[config.mk]
export PLATFORM = sky130hd
export DESIGN_NAME = pos_to_cell_mapper_flat
export DESIGN_NICKNAME = d
export VERILOG_FILES = /design/src/rtl/pos_to_cell_mapper_if.sv /design/src/rtl/pos_to_cell_mapper.sv /design/src/flat_wrapper.sv
export SDC_FILE = /design/constraint.sdc
export NUM_CORES = 1
export LEC_CHECK = 0
export CORE_ASPECT_RATIO = 1.1
export CORE_MARGIN = 10
export CORE_UTILIZATION = 62
export DETAILED_ROUTE_END_ITERATION = 16
export DONT_BUFFER_PORTS = 1
export PLACE_DENSITY = 0.87
export RECOVER_POWER = 25
export SYNTH_ARGS = -nofsm -noshare
export SYNTH_HDL_FRONTEND = slang
export SYNTH_SLANG_ARGS = --single-unit
[constraint.sdc]
create_clock -name clk_in -period 2.55 [get_ports clk_in]
set_input_delay 0.1275 -clock clk_in [delete_from_list [all_inputs] [get_ports clk_in]]
set_output_delay 0.1275 -clock clk_in [all_outputs]
set_load 0.005 [all_outputs]
[src/rtl/pos_to_cell_mapper_if.sv]
// pos_to_cell_mapper_if
// Request/result bundle for pos_to_cell_mapper.
//   request : in_valid, in_ready, pos_x, pos_y
//   result  : out_valid, out_ready, cell_x, cell_y, off_x, off_y, in_grid
//             (+ edge_x, edge_y when CELL_EDGE_EN is defined)
// modport slave  : the mapper's view
// modport master : the producer/consumer view (position source + board logic)
interface pos_to_cell_mapper_if #(
    parameter int POS_W  = 10,
    parameter int CELL_W = 3
);
    logic              in_valid;
    logic              in_ready;
    logic [POS_W-1:0]  pos_x;
    logic [POS_W-1:0]  pos_y;
    logic              out_valid;
    logic              out_ready;
    logic [CELL_W-1:0] cell_x;
    logic [CELL_W-1:0] cell_y;
    logic [POS_W-1:0]  off_x;
    logic [POS_W-1:0]  off_y;
    logic              in_grid;
`ifdef CELL_EDGE_EN
    logic              edge_x;
    logic              edge_y;
`endif

    modport slave (
        input  in_valid, pos_x, pos_y, out_ready,
        output in_ready, out_valid, cell_x, cell_y, off_x, off_y, in_grid
`ifdef CELL_EDGE_EN
        , edge_x, edge_y
`endif
    );

    modport master (
        output in_valid, pos_x, pos_y, out_ready,
        input  in_ready, out_valid, cell_x, cell_y, off_x, off_y, in_grid
`ifdef CELL_EDGE_EN
        , edge_x, edge_y
`endif
    );
endinterface

[src/rtl/pos_to_cell_mapper.sv]
// pos_to_cell_mapper
// Maps a pixel position to a cell of a configurable grid using iterative
// subtraction, returning the cell index, the offset inside the cell and an
// in-grid flag.
// Ports:
//   clk_in   : clock, rising edge
//   rst_n_in : asynchronous active-low reset
//   bus      : pos_to_cell_mapper_if.slave (valid/ready request and result)
// Optional feature: define CELL_EDGE_EN to add edge_x/edge_y result flags
// (set when the offset sits on the first or last pixel of the cell).
//
// state | meaning
// IDLE  | waiting for a request, in_ready=1
// CALC  | subtracting cell sizes on both axes in parallel
// DONE  | result held on the outputs until out_ready
module pos_to_cell_mapper #(
    parameter int POS_W     = 10,
    parameter int CELL_W    = 3,
    parameter int GRID_X    = 8,
    parameter int GRID_Y    = 8,
    parameter int CELL_PX_W = 80,
    parameter int CELL_PX_H = 60,
    parameter int ORIGIN_X  = 0,
    parameter int ORIGIN_Y  = 0
) (
    input logic               clk_in,
    input logic               rst_n_in,
    pos_to_cell_mapper_if.slave bus
);
    localparam logic [POS_W-1:0]  PX_W   = POS_W'(CELL_PX_W);
    localparam logic [POS_W-1:0]  PX_H   = POS_W'(CELL_PX_H);
    localparam logic [POS_W-1:0]  ORG_X  = POS_W'(ORIGIN_X);
    localparam logic [POS_W-1:0]  ORG_Y  = POS_W'(ORIGIN_Y);
    localparam logic [CELL_W-1:0] LAST_X = CELL_W'(GRID_X - 1);
    localparam logic [CELL_W-1:0] LAST_Y = CELL_W'(GRID_Y - 1);
`ifdef CELL_EDGE_EN
    localparam logic [POS_W-1:0]  END_W  = POS_W'(CELL_PX_W - 1);
    localparam logic [POS_W-1:0]  END_H  = POS_W'(CELL_PX_H - 1);
`endif

    typedef enum logic [1:0] {IDLE, CALC, DONE} state_t;

    state_t state_q, state_d;

    logic [POS_W-1:0]  rem_x_q, rem_y_q, rem_x_n, rem_y_n;
    logic [CELL_W-1:0] cnt_x_q, cnt_y_q, cnt_x_n, cnt_y_n;
    logic              done_x_q, done_y_q, done_x_n, done_y_n;
    logic              oob_x_q, oob_y_q, oob_x_n, oob_y_n;

    logic              accept;
    logic              calc_fin;
    logic              handshake;

    logic [CELL_W-1:0] cell_x_q, cell_y_q;
    logic [POS_W-1:0]  off_x_q, off_y_q;
    logic              in_grid_q;
`ifdef CELL_EDGE_EN
    logic              edge_x_q, edge_y_q;
`endif

    assign accept    = (state_q == IDLE) && bus.in_valid;
    assign handshake = (state_q == DONE) && bus.out_ready;
    assign calc_fin  = (state_q == CALC) && done_x_n && done_y_n;

    // One subtraction step per axis; an axis already finished holds its values.
    // A remainder still >= cell size at the last column means the position is
    // past the far edge, so the counter saturates instead of wrapping.
    always_comb begin
        rem_x_n  = rem_x_q;
        cnt_x_n  = cnt_x_q;
        done_x_n = done_x_q;
        oob_x_n  = oob_x_q;
        if (!done_x_q) begin
            if (rem_x_q < PX_W) begin
                done_x_n = 1'b1;
            end else if (cnt_x_q == LAST_X) begin
                done_x_n = 1'b1;
                oob_x_n  = 1'b1;
            end else begin
                rem_x_n = rem_x_q - PX_W;
                cnt_x_n = cnt_x_q + CELL_W'(1);
            end
        end
    end

    always_comb begin
        rem_y_n  = rem_y_q;
        cnt_y_n  = cnt_y_q;
        done_y_n = done_y_q;
        oob_y_n  = oob_y_q;
        if (!done_y_q) begin
            if (rem_y_q < PX_H) begin
                done_y_n = 1'b1;
            end else if (cnt_y_q == LAST_Y) begin
                done_y_n = 1'b1;
                oob_y_n  = 1'b1;
            end else begin
                rem_y_n = rem_y_q - PX_H;
                cnt_y_n = cnt_y_q + CELL_W'(1);
            end
        end
    end

    // FSM: state register
    always_ff @(posedge clk_in or negedge rst_n_in) begin
        if (!rst_n_in) state_q <= IDLE;
        else           state_q <= state_d;
    end

    // FSM: next state
    always_comb begin
        state_d = state_q;
        unique case (state_q)
            IDLE:    if (accept)    state_d = CALC;
            CALC:    if (calc_fin)  state_d = DONE;
            DONE:    if (handshake) state_d = IDLE;
            default: state_d = IDLE;
        endcase
    end

    // FSM: outputs
    always_comb begin
        bus.in_ready  = (state_q == IDLE);
        bus.out_valid = (state_q == DONE);
    end

    // Datapath: origin underflow is caught by compare before the subtraction,
    // so the wrapped remainder of such an axis is never used.
    always_ff @(posedge clk_in or negedge rst_n_in) begin
        if (!rst_n_in) begin
            rem_x_q  <= '0;
            rem_y_q  <= '0;
            cnt_x_q  <= '0;
            cnt_y_q  <= '0;
            done_x_q <= 1'b0;
            done_y_q <= 1'b0;
            oob_x_q  <= 1'b0;
            oob_y_q  <= 1'b0;
        end else if (accept) begin
            rem_x_q  <= bus.pos_x - ORG_X;
            rem_y_q  <= bus.pos_y - ORG_Y;
            cnt_x_q  <= '0;
            cnt_y_q  <= '0;
            done_x_q <= (bus.pos_x < ORG_X);
            done_y_q <= (bus.pos_y < ORG_Y);
            oob_x_q  <= (bus.pos_x < ORG_X);
            oob_y_q  <= (bus.pos_y < ORG_Y);
        end else if (state_q == CALC) begin
            rem_x_q  <= rem_x_n;
            rem_y_q  <= rem_y_n;
            cnt_x_q  <= cnt_x_n;
            cnt_y_q  <= cnt_y_n;
            done_x_q <= done_x_n;
            done_y_q <= done_y_n;
            oob_x_q  <= oob_x_n;
            oob_y_q  <= oob_y_n;
        end
    end

    // Result registers load only on CALC->DONE, so they hold through DONE and
    // keep their last value after the handshake.
    always_ff @(posedge clk_in or negedge rst_n_in) begin
        if (!rst_n_in) begin
            cell_x_q  <= '0;
            cell_y_q  <= '0;
            off_x_q   <= '0;
            off_y_q   <= '0;
            in_grid_q <= 1'b0;
`ifdef CELL_EDGE_EN
            edge_x_q  <= 1'b0;
            edge_y_q  <= 1'b0;
`endif
        end else if (calc_fin) begin
            if (oob_x_n || oob_y_n) begin
                cell_x_q  <= '0;
                cell_y_q  <= '0;
                off_x_q   <= '0;
                off_y_q   <= '0;
                in_grid_q <= 1'b0;
`ifdef CELL_EDGE_EN
                edge_x_q  <= 1'b0;
                edge_y_q  <= 1'b0;
`endif
            end else begin
                cell_x_q  <= cnt_x_n;
                cell_y_q  <= cnt_y_n;
                off_x_q   <= rem_x_n;
                off_y_q   <= rem_y_n;
                in_grid_q <= 1'b1;
`ifdef CELL_EDGE_EN
                edge_x_q  <= (rem_x_n == '0) || (rem_x_n == END_W);
                edge_y_q  <= (rem_y_n == '0) || (rem_y_n == END_H);
`endif
            end
        end
    end

    assign bus.cell_x  = cell_x_q;
    assign bus.cell_y  = cell_y_q;
    assign bus.off_x   = off_x_q;
    assign bus.off_y   = off_y_q;
    assign bus.in_grid = in_grid_q;
`ifdef CELL_EDGE_EN
    assign bus.edge_x  = edge_x_q;
    assign bus.edge_y  = edge_y_q;
`endif
endmodule

[src/flat_wrapper.sv]
// flat-port wrapper written by rule: the top's interface ports become plain ports
module pos_to_cell_mapper_flat 
#(
    parameter int POS_W     = 10,
    parameter int CELL_W    = 3,
    parameter int GRID_X    = 8,
    parameter int GRID_Y    = 8,
    parameter int CELL_PX_W = 80,
    parameter int CELL_PX_H = 60,
    parameter int ORIGIN_X  = 0,
    parameter int ORIGIN_Y  = 0
)
  (clk_in, rst_n_in, bus_in_valid, bus_pos_x, bus_pos_y, bus_out_ready, bus_in_ready, bus_out_valid, bus_cell_x, bus_cell_y, bus_off_x, bus_off_y, bus_in_grid);
  pos_to_cell_mapper_if #(.POS_W(POS_W), .CELL_W(CELL_W)) bus_i ();
  input logic clk_in;
  input logic rst_n_in;
  input wire logic [$bits(bus_i.in_valid)-1:0] bus_in_valid;
  input wire logic [$bits(bus_i.pos_x)-1:0] bus_pos_x;
  input wire logic [$bits(bus_i.pos_y)-1:0] bus_pos_y;
  input wire logic [$bits(bus_i.out_ready)-1:0] bus_out_ready;
  output wire logic [$bits(bus_i.in_ready)-1:0] bus_in_ready;
  output wire logic [$bits(bus_i.out_valid)-1:0] bus_out_valid;
  output wire logic [$bits(bus_i.cell_x)-1:0] bus_cell_x;
  output wire logic [$bits(bus_i.cell_y)-1:0] bus_cell_y;
  output wire logic [$bits(bus_i.off_x)-1:0] bus_off_x;
  output wire logic [$bits(bus_i.off_y)-1:0] bus_off_y;
  output wire logic [$bits(bus_i.in_grid)-1:0] bus_in_grid;
  assign bus_i.in_valid = bus_in_valid;
  assign bus_i.pos_x = bus_pos_x;
  assign bus_i.pos_y = bus_pos_y;
  assign bus_i.out_ready = bus_out_ready;
  assign bus_in_ready = bus_i.in_ready;
  assign bus_out_valid = bus_i.out_valid;
  assign bus_cell_x = bus_i.cell_x;
  assign bus_cell_y = bus_i.cell_y;
  assign bus_off_x = bus_i.off_x;
  assign bus_off_y = bus_i.off_y;
  assign bus_in_grid = bus_i.in_grid;
  pos_to_cell_mapper #(.POS_W(POS_W), .CELL_W(CELL_W), .GRID_X(GRID_X), .GRID_Y(GRID_Y), .CELL_PX_W(CELL_PX_W), .CELL_PX_H(CELL_PX_H), .ORIGIN_X(ORIGIN_X), .ORIGIN_Y(ORIGIN_Y)) u_core (.clk_in(clk_in), .rst_n_in(rst_n_in), .bus(bus_i));
endmodule
After elaboration in Yosys (flattened, before gate mapping) --
Index checks and enable logic that the tools add are counted.
Cells by class: reduce and logical (&&, ||, !) cells 8, multiplexer cells 49, magnitude comparators 4, multiply operators 0, eq/ne operators 7, bitwise gates (word level) 0, $add $sub $neg 4, divide/modulo/power cells 0, shift operators 0
Operators by type and width (number):
- $mux W10 | 12
- $mux W3 | 12
- $mux W1 | 21
- $lt A10 B1 Y1 const B | 2
- $lt A10 B6 Y1 const B | 1
- $lt A10 B7 Y1 const B | 1
- $sub A10 B6 Y10 const B | 1
- $sub A10 B7 Y10 const B | 1
- $add A3 B1 Y3 const B | 2
- $eq A3 B3 Y1 const B | 2
- $mux W2 | 3
- $ne A2 B1 Y1 const B | 3
- $pmux W2 S3 | 1
- $logic_and A1 B1 Y1 | 4
- $reduce_and A3 Y1 | 1
- $eq A2 B1 Y1 const B | 1
- $eq A2 B2 Y1 const B | 1
- $logic_not A2 Y1 | 1
- $reduce_bool A2 Y1 | 1
- $logic_or A1 B1 Y1 | 1
Word-level totals: memories 0, bits in latches 0, flip-flop bits (word level) 59, word-level logic and storage cells 86, bits in read-only memories 0, RAM bits 0

Depth between registers and ports, before layout --
depth in word-level cells 8, mapped depth 8, mapped depth without buffers 6

Worst setup path before layout --
OpenSTA, ideal clock, no wires.
path type reg2reg, from register u_core.rem_x_q[4], to register u_core.off_y_q[7] (netlist: u_core.bus.off_y[7]), clock period less this slack 1.895 ns, stages on the path, launching flop included 8, arrival 1.800 ns, buffers on the path 1, setup slack 0.655 ns, required time 2.455 ns, path through dfrtp_1 inv_1 ha_1 nor2b_1 clkbuf_1 o21a_1 or4b_4 o32ai_2
Between the ends: cells in the longest elaborated chain, start to end 5
Ends and longest elaborated chain:
- from (decl) | RTL line pos_to_cell_mapper.sv:45 | logic [POS_W-1:0] rem_x_q, rem_y_q, rem_x_n, rem_y_n;
- from (signal assigned) | RTL line pos_to_cell_mapper.sv:140 | rem_x_q <= bus.pos_x - ORG_X;
- from (signal assigned) | RTL line pos_to_cell_mapper.sv:149 | rem_x_q <= rem_x_n;
- $lt A10 B7 Y1 * | RTL line pos_to_cell_mapper.sv:74 | if (rem_x_q < PX_W) begin
- $mux W1 | RTL line pos_to_cell_mapper.sv:74
- $mux W1 | RTL line pos_to_cell_mapper.sv:73 | if (!done_x_q) begin
- $logic_or A1 B1 Y1 / $logic_and A1 B1 Y1 (equally long branches) | RTL line pos_to_cell_mapper.sv:174, pos_to_cell_mapper.sv:63
- $mux W10 / $logic_and A1 B1 Y1 (equally long branches) | RTL line pos_to_cell_mapper.sv:174, pos_to_cell_mapper.sv:63
- to (signal assigned) | RTL line pos_to_cell_mapper.sv:188 | off_y_q <= rem_y_n;
- to (decl) | RTL line pos_to_cell_mapper.sv:55 | logic [POS_W-1:0] off_x_q, off_y_q;
Every way passes the cells marked *; elsewhere a longest branch is shown, timed or not. A chain may end at the register's enable or synchronous reset.

Worst setup path in the final report --
from register u_core.rem_y_q[7], to register u_core.off_y_q[6] (netlist: u_core.bus.off_y[6])
Between the ends: cells in the longest elaborated chain, start to end 5
Ends and longest elaborated chain:
- from (decl) | RTL line pos_to_cell_mapper.sv:45
- from (signal assigned) | RTL line pos_to_cell_mapper.sv:141 | rem_y_q <= bus.pos_y - ORG_Y;
- from (signal assigned) | RTL line pos_to_cell_mapper.sv:150 | rem_y_q <= rem_y_n;
- $lt A10 B6 Y1 * | RTL line pos_to_cell_mapper.sv:92 | if (rem_y_q < PX_H) begin
- $mux W1 | RTL line pos_to_cell_mapper.sv:92
- $mux W1 | RTL line pos_to_cell_mapper.sv:91 | if (!done_y_q) begin
- $logic_or A1 B1 Y1 | RTL line pos_to_cell_mapper.sv:174 | if (oob_x_n || oob_y_n) begin
- $mux W10 | RTL line pos_to_cell_mapper.sv:174
Marks and branches as above.

==> run_results.csv <==
group,metric,value,unit
pwr,p_leak,1.481,nW
logic_synthesis,netlist.area_leader.share,0.5471,
clock_tree,cts.sinks,59,
critical_path,worst_path_max_delay_cell,"or4_4",
pwr,p_sw,1.856,mW
placed_design,io_buffers,0,
routing,drt-initial-drc-count,220,
pwr,comb_power_share,0.411,
floorplanning,initial_core_util,0.6344,
routing,first_pass_iters,4,
clock_tree,clockRootBuffer,"clkbuf_8",
logic_synthesis,syn_area_per_cell,11.29,sq um
clock_tree,numCtsBuffers,9,
critical_path,start_kind,"flip-flop",
logic_synthesis,synth-seq-cells,59,
pwr,ir_drop,0.8218,mV
clock_tree,ctsHtreeMaxLevel,3,
placed_design,place_congestion,0.8749,
logic_synthesis,syn-cell-area,2699,sq um
logic_synthesis,ys_top_cells_by_count,"59 x dfrtp_1, 26 x a22o_1, 23 x nand2_1",
pwr,power.total,4.641,mW
pwr,p_seq_frac,0.390,
clock_tree,path_clk_slew,0.07,ns
timing,finalSetupViolCount,0,
layout,regArea,1476,sq um
global_routing,grt_pass1_vias,2155,
status,status,"completed",
layout,drive_gt1_frac,0.1236,
timing,tns,0,ns
floorplanning,dieArea,7395,sq um
run,cap_viol_max_count,0,
clock_tree,cts_resized,0,
critical_path,crit_type,"reg -> reg",
logic_synthesis,yosysMostFrequentCell,"dfrtp_1",
timing,hold_violations,0,
pwr,clkPwrFrac,0.199,
floorplanning,core_area,4254,sq um
clock_tree,cts_tree,"yes",
global_routing,grt_pass1_wl,11100,microns
layout,multi_input_area,1164,sq um
floorplanning,die_y,89.20,microns
pwr,swShare,0.4000,
critical_path,crit_chain,"or4_4 -> o21ai_4 -> nand3_4 -> a22o_1",
timing,clock_skew,0.005159,ns
critical_path,worst_ep_required_time,2.77,ns
timing,fin_crit,2.137,ns
logic_synthesis,synth_edf_count,0,
timing,tightest_slew,1.429,ns
timing,fin_crit_sh,0.8379,
logic_synthesis,synthFlopType,"dfrtp_1",
logic_synthesis,synth_warnings,0,
timing,max-slew-margin-rel,0.04758,
global_routing,antenna_found_initial,0,
clock_tree,clockBufferDepth,2,
logic_synthesis,synth_cells,239,
clock_tree,clock_latency,0.33,ns
global_routing,grt_overflow_total,0,
global_routing,grt_max_degree,60,
worst_hold_path,hold_class,"in -> reg",
routing,drc,0,
routing,wl,6698,microns
timing,rsz0062_at_grt,"no",
logic_synthesis,ys_async_sr_fraction,1.000,
logic_synthesis,yosysSeqAreaShare,0.5471,
pwr,power_density,1459,nW/um^2
logic_synthesis,synthTopCellsByArea,"dfrtp_1 55%, a22o_1 8.4%, nand2_1 3.2%",
critical_path,max_stage_delay,0.61,ns
floorplanning,ioPinCount,53,
timing,finalMaxSlewViolations,0,
critical_path,crit_buf_inv,0,
critical_path,cp_top_family,"simple AND/OR/NAND/NOR gates",
placed_design,hpwlAfterDp,4255,microns
routing,ant_nets,0,
critical_path,end_kind,"flip-flop",
routing,vias_per_cell,6.556,
routing,post_drt_wl_per_cell,20.80,microns
logic_synthesis,syn-num-nets,267,
layout,syn_to_final_growth,17.85,%
layout,fill_cells,304,
critical_path,worstPathMaxFanout,27,
global_routing,grtUsageTotal,0.1839,
floorplanning,dieWidth,82.91,microns
routing,num_vias,2111,
logic_synthesis,synth_cell_types,47,
layout,layout.nets,291,
timing,fmax,0.4680,GHz
critical_path,worstPathArrival,2.36,ns
logic_synthesis,yosysTopAreaCell,"dfrtp_1",
pwr,internal_power,2.785,mW
floorplanning,rows,25,
-- layout make-up --
| class | instances | share of cell area |
|---|---|---|
| Sequential cell | 59 | 0.4642 |
| Multi-Input combinational cell | 162 | 0.3659 |
| Timing Repair Buffer | 25 | 0.07317 |
| Inverter | 6 | 0.007081 |
| Clock inverter | 5 | 0.02439 |
| Tap cell | 54 | 0.02124 |
| Antenna cell | 1 | 0.0007868 |
| Clock buffer | 10 | 0.04327 |
-- power by group through the flow --
stage / logic, mW / registers [mW] / clock network, mW
finish: 1.91 / 1.81 / 0.923
global route: 2.11 / 1.86 / 0.989
CTS: 1.90 / 1.81 / 0.932
detailed placement: 1.83 / 1.81 / 0
global placement: 1.76 / 1.80 / 0
floorplan: 1.47 / 1.67 / 0
-- per-stage QoR --
| stage | cells | utilization | hold WS (ns) | setup slack [ns] | area, sq um |
|---|---|---|---|---|---|
| 2_1_floorplan | 239 | - | -0.1681 | 0.6547 | 2699 |
| 3_3_place_gp | 286 | 0.6506 | -0.1657 | 0.4559 | 2768 |
| 3_5_place_dp | 286 | 0.6506 | -0.1656 | 0.4172 | 2768 |
| 4_1_cts | 321 | 0.7524 | 0.01242 | 0.4290 | 3201 |
| 5_1_grt | 321 | 0.7471 | 0.02525 | 0.3242 | 3178 |
| 6_report | 322 | 0.7476 | 0.02166 | 0.4134 | 3181 |
-- logic make-up (layout without fill, tap and decap cells) --
group / after synthesis / in the layout / share of synthesized area
compound gates: 82 / 82 / 0.2388
simple gates: 68 / 68 / 0.1391
flops: 59 / 59 / 0.5471
buf+inv: 18 / 46 / 0.02689
mux: 6 / 6 / 0.02318
fa+ha+maj: 4 / 4 / 0.01855
xor+xnor: 2 / 2 / 0.006492
other cells: 0 / 1 / 0
-- worst reg2reg max path: stages, from the launching register on --
cell and delay, ns:
dfrtp_1 0.46, or4_4 0.61, o21ai_4 0.31, nand3_4 0.32, a22o_1 0.34
-- routing by layer --
layer	GRT usage	up-vias	wire, microns
met5	0	-	0
met4	0.08050	0	102
met3	0.04740	12	423
met2	0.3167	73	3431
met1	0.2139	1076	2740
li1	-	950	-
-- registers in the layout, summed over array words and instances, names as in the netlist --
name,cells
u_core.bus.cell_x,3
u_core.bus.cell_y,3
u_core.bus.in_grid,1
u_core.bus.off_x,10
u_core.bus.off_y,10
u_core.cnt_x_q,3
u_core.cnt_y_q,3
u_core.done_x_q,1
u_core.done_y_q,1
u_core.oob_x_q,1
u_core.oob_y_q,1
u_core.rem_x_q,10
u_core.rem_y_q,10
u_core.state_q,2
-- worst paths after layout --
kind	to	cells past startpoint	startpoint	slack, ns
hold reg to reg	u_core.rem_x_q[1]	2	u_core.rem_x_q[1]	0.48
max in group asynchronous	u_core.rem_x_q[4]	2	rst_n_in	0.97
setup reg to reg	u_core.bus.off_y[6]	4	u_core.rem_y_q[7]	0.41
hold / removal	u_core.rem_y_q[6]	2	bus_pos_y[6]	0.02
min in group asynchronous	u_core.done_y_q	2	rst_n_in	0.74
setup / recovery	u_core.bus.off_y[6]	4	u_core.rem_y_q[7]	0.41
-- what timing repair did --
action,4_1_cts,5_1_grt
hold buffers,20,0
endpoints found under the hold margin,77,0
buffers inserted,0,0
-- cells in the final DEF (no fill, tap or decap), drive strengths merged, types with 2 or more instances in the layout --
master	synthesis	routed
ha	4	4
nand2	23	23
nor2b	3	3
buf	4	5
o2bb2ai	5	5
nor3b	2	2
clkbuf	8	11
a21oi	7	7
a21o	6	6
nor4	3	3
nand4b	2	2
o21ai	11	11
nor2	14	14
bufinv	0	2
a22oi	5	5
o211ai	6	6
dfrtp	59	59
nand3	5	5
inv	6	6
clkinv	0	2
and3	3	3
dlygate4sd3	0	19
a221o	4	4
o311ai	2	2
nor3	4	4
a211oi	2	2
a22o	26	26
mux2	2	2
nand2b	2	2
a31oi	2	2
mux2i	4	4
No activity file was read; power rests on OpenSTA's default activity.
